--- src/rtl/div_master_pkg.sv ---
// Shared types and constants for the divider bus master.
package div_master_pkg;

    localparam int WORD_W = 8;
    localparam logic [WORD_W-1:0] DIVZ_QUOTIENT = 8'hFF;

    typedef enum logic [2:0] {
        IDLE,
        LOAD_A,
        LOAD_Q,
        LOAD_M,
        WAIT_DONE,
        READ_R,
        READ_Q,
        RESP
    } state_t;

    typedef struct packed {
        logic [WORD_W-1:0] a;
        logic [WORD_W-1:0] q;
        logic [WORD_W-1:0] m;
    } operands_t;

endpackage

--- src/rtl/div_watchdog.sv ---
// Cycle counter for WAIT_DONE; expired fires on the LIMIT-th enabled cycle.
module div_watchdog #(
    parameter int LIMIT = 64
) (
    input  logic clk,
    input  logic rst_n,
    input  logic clear,
    input  logic enable,
    output logic expired
);

    localparam int CNT_W = $clog2(LIMIT + 1);

    logic [CNT_W-1:0] count;

    always_ff @(posedge clk or negedge rst_n) begin
        if (!rst_n)
            count <= '0;
        else if (clear)
            count <= '0;
        else if (enable)
            count <= count + CNT_W'(1);
    end

    // Combinational so the abort lands on the same edge as the last counted cycle.
    assign expired = enable && (count == CNT_W'(LIMIT - 1));

endmodule

--- src/rtl/div_bus_master.sv ---
// Sequences operand words into an 8-bit divider bus and collects its results.
// Optional DIV_TIMEOUT_EN adds a WAIT_DONE watchdog of TIMEOUT_CYCLES.
module div_bus_master
    import div_master_pkg::*;
#(
    parameter int TIMEOUT_CYCLES = 64
) (
    input  logic                clk,
    input  logic                rst_n,
    input  logic                req_valid,
    output logic                req_ready,
    input  logic [2*WORD_W-1:0] dividend,
    input  logic [WORD_W-1:0]   divisor,
    output logic                div_enable,
    output logic [WORD_W-1:0]   div_inbus,
    input  logic                div_done,
    input  logic [WORD_W-1:0]   div_outbus,
    output logic                resp_valid,
    input  logic                resp_ready,
    output logic [WORD_W-1:0]   quotient,
    output logic [WORD_W-1:0]   remainder,
    output logic                resp_err
);

    state_t    state, state_nxt;
    operands_t ops;
    logic      timeout;

    if (TIMEOUT_CYCLES < 1) begin : g_bad_timeout
        $error("TIMEOUT_CYCLES must be at least 1");
    end

`ifdef DIV_TIMEOUT_EN
    div_watchdog #(.LIMIT(TIMEOUT_CYCLES)) u_watchdog (
        .clk    (clk),
        .rst_n  (rst_n),
        .clear  (state != WAIT_DONE),
        .enable (state == WAIT_DONE),
        .expired(timeout)
    );
`else
    assign timeout = 1'b0;
`endif

    always_ff @(posedge clk or negedge rst_n) begin
        if (!rst_n)
            state <= IDLE;
        else
            state <= state_nxt;
    end

    always_comb begin
        state_nxt  = state;
        req_ready  = 1'b0;
        div_enable = 1'b0;
        div_inbus  = '0;
        resp_valid = 1'b0;
        case (state)
            IDLE: begin
                req_ready = 1'b1;
                if (req_valid)
                    state_nxt = (divisor == '0) ? RESP : LOAD_A;
            end
            LOAD_A: begin
                div_enable = 1'b1;
                div_inbus  = ops.a;
                state_nxt  = LOAD_Q;
            end
            LOAD_Q: begin
                div_inbus = ops.q;
                state_nxt = LOAD_M;
            end
            LOAD_M: begin
                div_inbus = ops.m;
                state_nxt = WAIT_DONE;
            end
            WAIT_DONE: begin
                // A completing divider wins over a simultaneous timeout.
                if (div_done)
                    state_nxt = READ_R;
                else if (timeout)
                    state_nxt = RESP;
            end
            READ_R: state_nxt = READ_Q;
            READ_Q: state_nxt = RESP;
            RESP: begin
                resp_valid = 1'b1;
                if (resp_ready)
                    state_nxt = IDLE;
            end
            default: state_nxt = IDLE;
        endcase
    end

    always_ff @(posedge clk or negedge rst_n) begin
        if (!rst_n) begin
            ops       <= '0;
            quotient  <= '0;
            remainder <= '0;
            resp_err  <= 1'b0;
        end else begin
            case (state)
                IDLE: begin
                    if (req_valid) begin
                        ops <= {dividend, divisor};
                        if (divisor == '0) begin
                            quotient  <= DIVZ_QUOTIENT;
                            remainder <= dividend[WORD_W-1:0];
                            resp_err  <= 1'b1;
                        end else begin
                            resp_err  <= 1'b0;
                        end
                    end
                end
                WAIT_DONE: begin
                    // Divider presents the remainder first, quotient one cycle later.
                    if (div_done) begin
                        remainder <= div_outbus;
                    end else if (timeout) begin
                        quotient  <= '0;
                        remainder <= '0;
                        resp_err  <= 1'b1;
                    end
                end
                READ_R: quotient <= div_outbus;
                default: ;
            endcase
        end
    end

endmodule
--- config.mk ---
export PLATFORM = sky130hd
export DESIGN_NAME = div_bus_master
export DESIGN_NICKNAME = d
export VERILOG_FILES = /design/src/rtl/div_master_pkg.sv /design/src/rtl/div_watchdog.sv /design/src/rtl/div_bus_master.sv
export SDC_FILE = /design/constraint.sdc
export NUM_CORES = 1
export LEC_CHECK = 0
export ABC_AREA = 0
export CORE_ASPECT_RATIO = 0.5
export CORE_MARGIN = 2
export CORE_UTILIZATION = 47
export CTS_CLUSTER_SIZE = 30
export DETAILED_ROUTE_END_ITERATION = 8
export PLACE_DENSITY_LB_ADDON = 0.08
export SLEW_MARGIN = 10
export SYNTH_ARGS = -nofsm -noshare
export SYNTH_HDL_FRONTEND = slang
export SYNTH_SLANG_ARGS = --single-unit
--- constraint.sdc ---
create_clock -name clk -period 2.08 [get_ports clk]
set_input_delay 0.416 -clock clk [delete_from_list [all_inputs] [get_ports clk]]
set_output_delay 0.416 -clock clk [all_outputs]
set_load 0.1 [all_outputs]
==> tab_implementation.tex <==
\begin{tabular}{lr}
\hline
Metric & Value \\
\hline
\multicolumn{2}{l}{\textbf{Clocking}} \\
Largest buffer count on any clock path & 2 \\
Insertion delay to the later sink of the worst-skew pair & around 0.30 ns \\
Level count of the clock H-tree & 2 \\
TritonCTS Buffers & 5 \\
Clock slew at the register clock pins of the worst setup and hold paths & about 0.080 ns \\
Number of clock sinks & 44 \\
TritonCTS clock tree & yes \\
Root Buffer Master & sky130\_fd\_sc\_hd\_\_clkbuf\_8 \\
\multicolumn{2}{l}{\textbf{GRT}} \\
First-pass GRT wire length & 8480 µm \\
Maximum number of pins on one net before global-route repair & 27 \\
Number of global-route vias before repair & 1647 \\
Tot GR Track Use & between 20 and 25\% \\
Global route overflow & 0 \\
Initial antenna violation count & 0 \\
\multicolumn{2}{l}{\textbf{Synth}} \\
Number of flip-flops and latches in the synthesized netlist & 44 \\
Adder-cell share of the synthesized area & $\sim$2.3\% \\
Simple-gate area share of the yosys netlist & 11.1\% \\
Post-synth net total & around 220 \\
Distinct cell type count after synthesis & 36 \\
Mux share of post-synthesis cell area & 16.3\% \\
Share of the synthesized area in compound gates (AO/OA/AOI/OAI) & 16.6\% \\
Yosys warns & 0 \\
Post-synthesis instance area & 2200 µm² \\
Dominant combinational cell family by area after synthesis & compound AO/OA/AOI/OAI gates \\
Post-synthesis area per instance & 12.1 µm² \\
Fraction of synthesized cell area in xor and xnor cells & 0\% \\
Syn Inst Count & 182 \\
Sequential area share after synthesis & 49.9\% \\
\multicolumn{2}{l}{\textbf{STA}} \\
Measured slew at the worst slew-check pin & 0.524 ns \\
Unrepaired setup endpoints after global routing & true \\
Setup-failing EPs final & 9 \\
Hold Violations, Final & 0 \\
Setup slack of the critical path after layout & -0.0551 ns \\
Top achievable clock speed & roughly 0.47 GHz \\
Max-slew violation count & 0 \\
Worst Clk Skew & 0.00540 ns \\
Share of the clock period used by the worst path & 103\% \\
Worst rel slew slack & 65.1\% \\
Clock period minus worst slack & between 2 and 2.5 ns \\
\multicolumn{2}{l}{\textbf{Die}} \\
Number of top-level pins & 65 \\
Number of core rows & 17 \\
Die width & 101 µm \\
Initial standard-cell utilization of the core & between 40\% and 50\% \\
CORE AREA & 4450 µm² \\
Die Ht & 52.4 µm \\
Die area & 5290 µm² \\
\multicolumn{2}{l}{\textbf{Layout}} \\
Fin cells & roughly 320 \\
Highest-count cells in the layout ignoring fill and taps & 42 x sky130\_fd\_sc\_hd\_\_dfrtp\_1, 35 x sky130\_fd\_sc\_hd\_\_clkdlybuf4s50\_1, 27 x sky130\_fd\_sc\_hd\_\_buf\_4 \\
Area of all placed cells without fillers & 3280 µm² \\
Most common cell after layout, fill and taps aside & sky130\_fd\_sc\_hd\_\_dfrtp\_1 \\
Number of fill cells & 306 \\
Layout-stage area growth over the synthesis result & 48.9\% \\
Post-layout nets & between 200 and 300 \\
Area of all sequential standard cells & 1100 µm² \\
Antenna diode count & 0 \\
Layout cell share with drive strength beyond 1 & between 40\% and 50\% \\
Area of the multi-input gates & 1160 µm² \\
\multicolumn{2}{l}{\textbf{Drt}} \\
Vias/cell & 5.38 \\
Post-detailed-route DRC marker count & 0 \\
Pre-antenna DRT Iters & 4 \\
Final antenna-violating net count & 0 \\
Total detailed-routing wirelength & 5240 µm \\
Total via count in the routed design & 1695 \\
Routed wire length per instance & 16.6 µm \\
Number of DRC markers in iteration 0 & 42 \\
\multicolumn{2}{l}{\textbf{Critical path}} \\
Delay of the slowest cell on the worst path & around 0.45 ns \\
Kind of launch point of the worst setup path & flip-flop \\
CP Launch Point & state[0]\$\_DFFE\_PN0P\_ \\
Critical-path cell list & ha\_2, nor2b\_2, buf\_2, a22oi\_2, nand2\_4, buf\_12 \\
Count of buffer and inverter cells on the critical path & 2 \\
Worst R2R Start & state[0]\$\_DFFE\_PN0P\_ \\
Arrival time of data at the critical path endpoint & 1.72 ns \\
Critical Setup Path Class & flip-flop to primary output \\
Crit path max-delay cell type & sky130\_fd\_sc\_hd\_\_dfrtp\_2 \\
Critical path's top delay family & flip-flops \\
Largest fanout on the critical path & 4 \\
Required time reported for the critical path endpoint & 1.66 ns \\
Critical path capture point type & primary output \\
\multicolumn{2}{l}{\textbf{Place}} \\
IO buf count & 64 \\
Final weighted congestion in routability-driven placement & about 0.76 \\
Area after detailed placement & 3030 µm² \\
DP Cell Count & 300 \\
Detailed Place HPWL & 3820 µm \\
\multicolumn{2}{l}{\textbf{Run status}} \\
Status & complete, but fails checks \\
Failing checks & negative setup slack \\
\multicolumn{2}{l}{\textbf{Flow run}} \\
Max-Cap Viols & 0 \\
\multicolumn{2}{l}{\textbf{Hold path}} \\
Worst hold path class & input port to asynchronous set/reset pin \\
\hline
\end{tabular}
## cell families (layout without fill, tap and decap cells)
kind of cell / after synthesis / count (layout)
AND/OR/NAND/NOR: 45 / 45
flip-flops: 44 / 44
AO/OA/AOI/OAI: 42 / 42
multiplexers: 33 / 33
buffers and inverters: 14 / 90
adder cells (fa/ha/maj): 4 / 4
## metrics by stage
step	util [%]	setup WS (ns)	hold WS [ns]	TNS, ns
final	73.8	-0.0551	0.0863	-0.334
after global routing	73.8	-0.142	0.116	-1.03
after CTS	72.8	-0.0475	0.0944	-0.231
after detailed placement	68.1	0.00187	0.420	0
after global placement	68.1	0.0372	0.416	0
after floorplan	-	0.00369	0.120	0
## worst register-to-register path, delay by kind of cell, from the launching register on
kind,cells,cell delay [ns]
flip-flops,1,0.45
multiplexers,1,0.38
AND/OR/NAND/NOR,2,0.31
adder cells (fa/ha/maj),1,0.33
buffers and inverters,2,0.20
## state kept, by name, indices dropped and copies added (netlist names)
signal,cells
ops,24
state,3
resp_err,1
quotient,8
remainder,8
## cells in the mapped netlist
| master | number | area (µm²) |
|---|---|---|
| sky130_fd_sc_hd__a2111oi_4 | 1 | 27.5 |
| sky130_fd_sc_hd__a211oi_1 | 1 | 7.51 |
| sky130_fd_sc_hd__a21oi_1 | 1 | 5.00 |
| sky130_fd_sc_hd__a22oi_1 | 8 | 60.1 |
| sky130_fd_sc_hd__a22oi_2 | 1 | 12.5 |
| sky130_fd_sc_hd__a31oi_1 | 2 | 12.5 |
| sky130_fd_sc_hd__a41oi_4 | 1 | 27.5 |
| sky130_fd_sc_hd__and2_1 | 1 | 6.26 |
| sky130_fd_sc_hd__and3_1 | 1 | 6.26 |
| sky130_fd_sc_hd__buf_2 | 1 | 5.00 |
| sky130_fd_sc_hd__buf_4 | 1 | 7.51 |
| sky130_fd_sc_hd__buf_6 | 3 | 33.8 |
| sky130_fd_sc_hd__clkbuf_1 | 5 | 18.8 |
| sky130_fd_sc_hd__dfrtp_1 | 44 | 1100 |
| sky130_fd_sc_hd__ha_1 | 4 | 50.1 |
| sky130_fd_sc_hd__inv_1 | 3 | 11.3 |
| sky130_fd_sc_hd__inv_4 | 1 | 6.26 |
| sky130_fd_sc_hd__mux2_1 | 1 | 11.3 |
| sky130_fd_sc_hd__mux2_2 | 23 | 259 |
| sky130_fd_sc_hd__mux2i_1 | 9 | 90.1 |
| sky130_fd_sc_hd__nand2_1 | 28 | 105 |
| sky130_fd_sc_hd__nand2_2 | 1 | 6.26 |
| sky130_fd_sc_hd__nand2_4 | 1 | 11.3 |
| sky130_fd_sc_hd__nand2b_1 | 2 | 12.5 |
| sky130_fd_sc_hd__nand2b_4 | 1 | 13.8 |
| sky130_fd_sc_hd__nand3_1 | 1 | 5.00 |
| sky130_fd_sc_hd__nor2_1 | 3 | 11.3 |
| sky130_fd_sc_hd__nor2b_1 | 3 | 18.8 |
| sky130_fd_sc_hd__nor3_1 | 1 | 5.00 |
| sky130_fd_sc_hd__nor4_4 | 2 | 42.5 |
| sky130_fd_sc_hd__o21a_1 | 8 | 60.1 |
| sky130_fd_sc_hd__o21ai_0 | 2 | 10.0 |
| sky130_fd_sc_hd__o21ai_1 | 6 | 30.0 |
| sky130_fd_sc_hd__o21ai_2 | 2 | 17.5 |
| sky130_fd_sc_hd__o21ai_4 | 1 | 16.3 |
| sky130_fd_sc_hd__o32a_1 | 8 | 80.1 |
## final timing paths
path / end / slack, ns / depth (start not counted)
max: div_inbus[4] / -0.06 / 6
min: quotient[1]$_DFFE_PN0P_ / 0.09 / 1
max reg2reg: ops[5]$_DFFE_PN0P_ / 0.30 / 6
min reg2reg: remainder[5]$_DFFE_PN0P_ / 0.49 / 2
max in group asynchronous: ops[21]$_DFFE_PN0P_ / 1.30 / 2
min in group clk: remainder[5]$_DFFE_PN0P_ / 0.49 / 2
## repair_timing
item / 4_1_cts / 5_1_grt
hold endpoints to repair: 0 / 0
pin swaps: 9 / 4
setup endpoints to repair: 9 / 9
cloned: 0 / 1
hold buffers: 0 / 0
resized for setup: 15 / 8
buffers inserted: 4 / 2
## cell type report
| type | instances | share of cell area, % |
|---|---|---|
| repair buffers | 78 | 24.9 |
| clock buffers | 5 | 2.10 |
| well taps | 57 | 2.17 |
| clock inverters | 3 | 1.30 |
| flip-flops and latches | 44 | 33.6 |
| multi-input cells | 124 | 35.4 |
| inverters | 4 | 0.534 |
## routing by layer
metal	wire length (µm)	part of all wire [%]	vias up	track usage, %
met4	34	0.65	0	5.48
met1	2610	50	823	32.9
met2	2220	42	61	30.7
met3	380	7.2	5	5.60
li1	-	-	806	-
met5	0	0	-	0
Power is not shown: default switching activity piles up to over one toggle a cycle in this logic, so the estimate is an artifact.
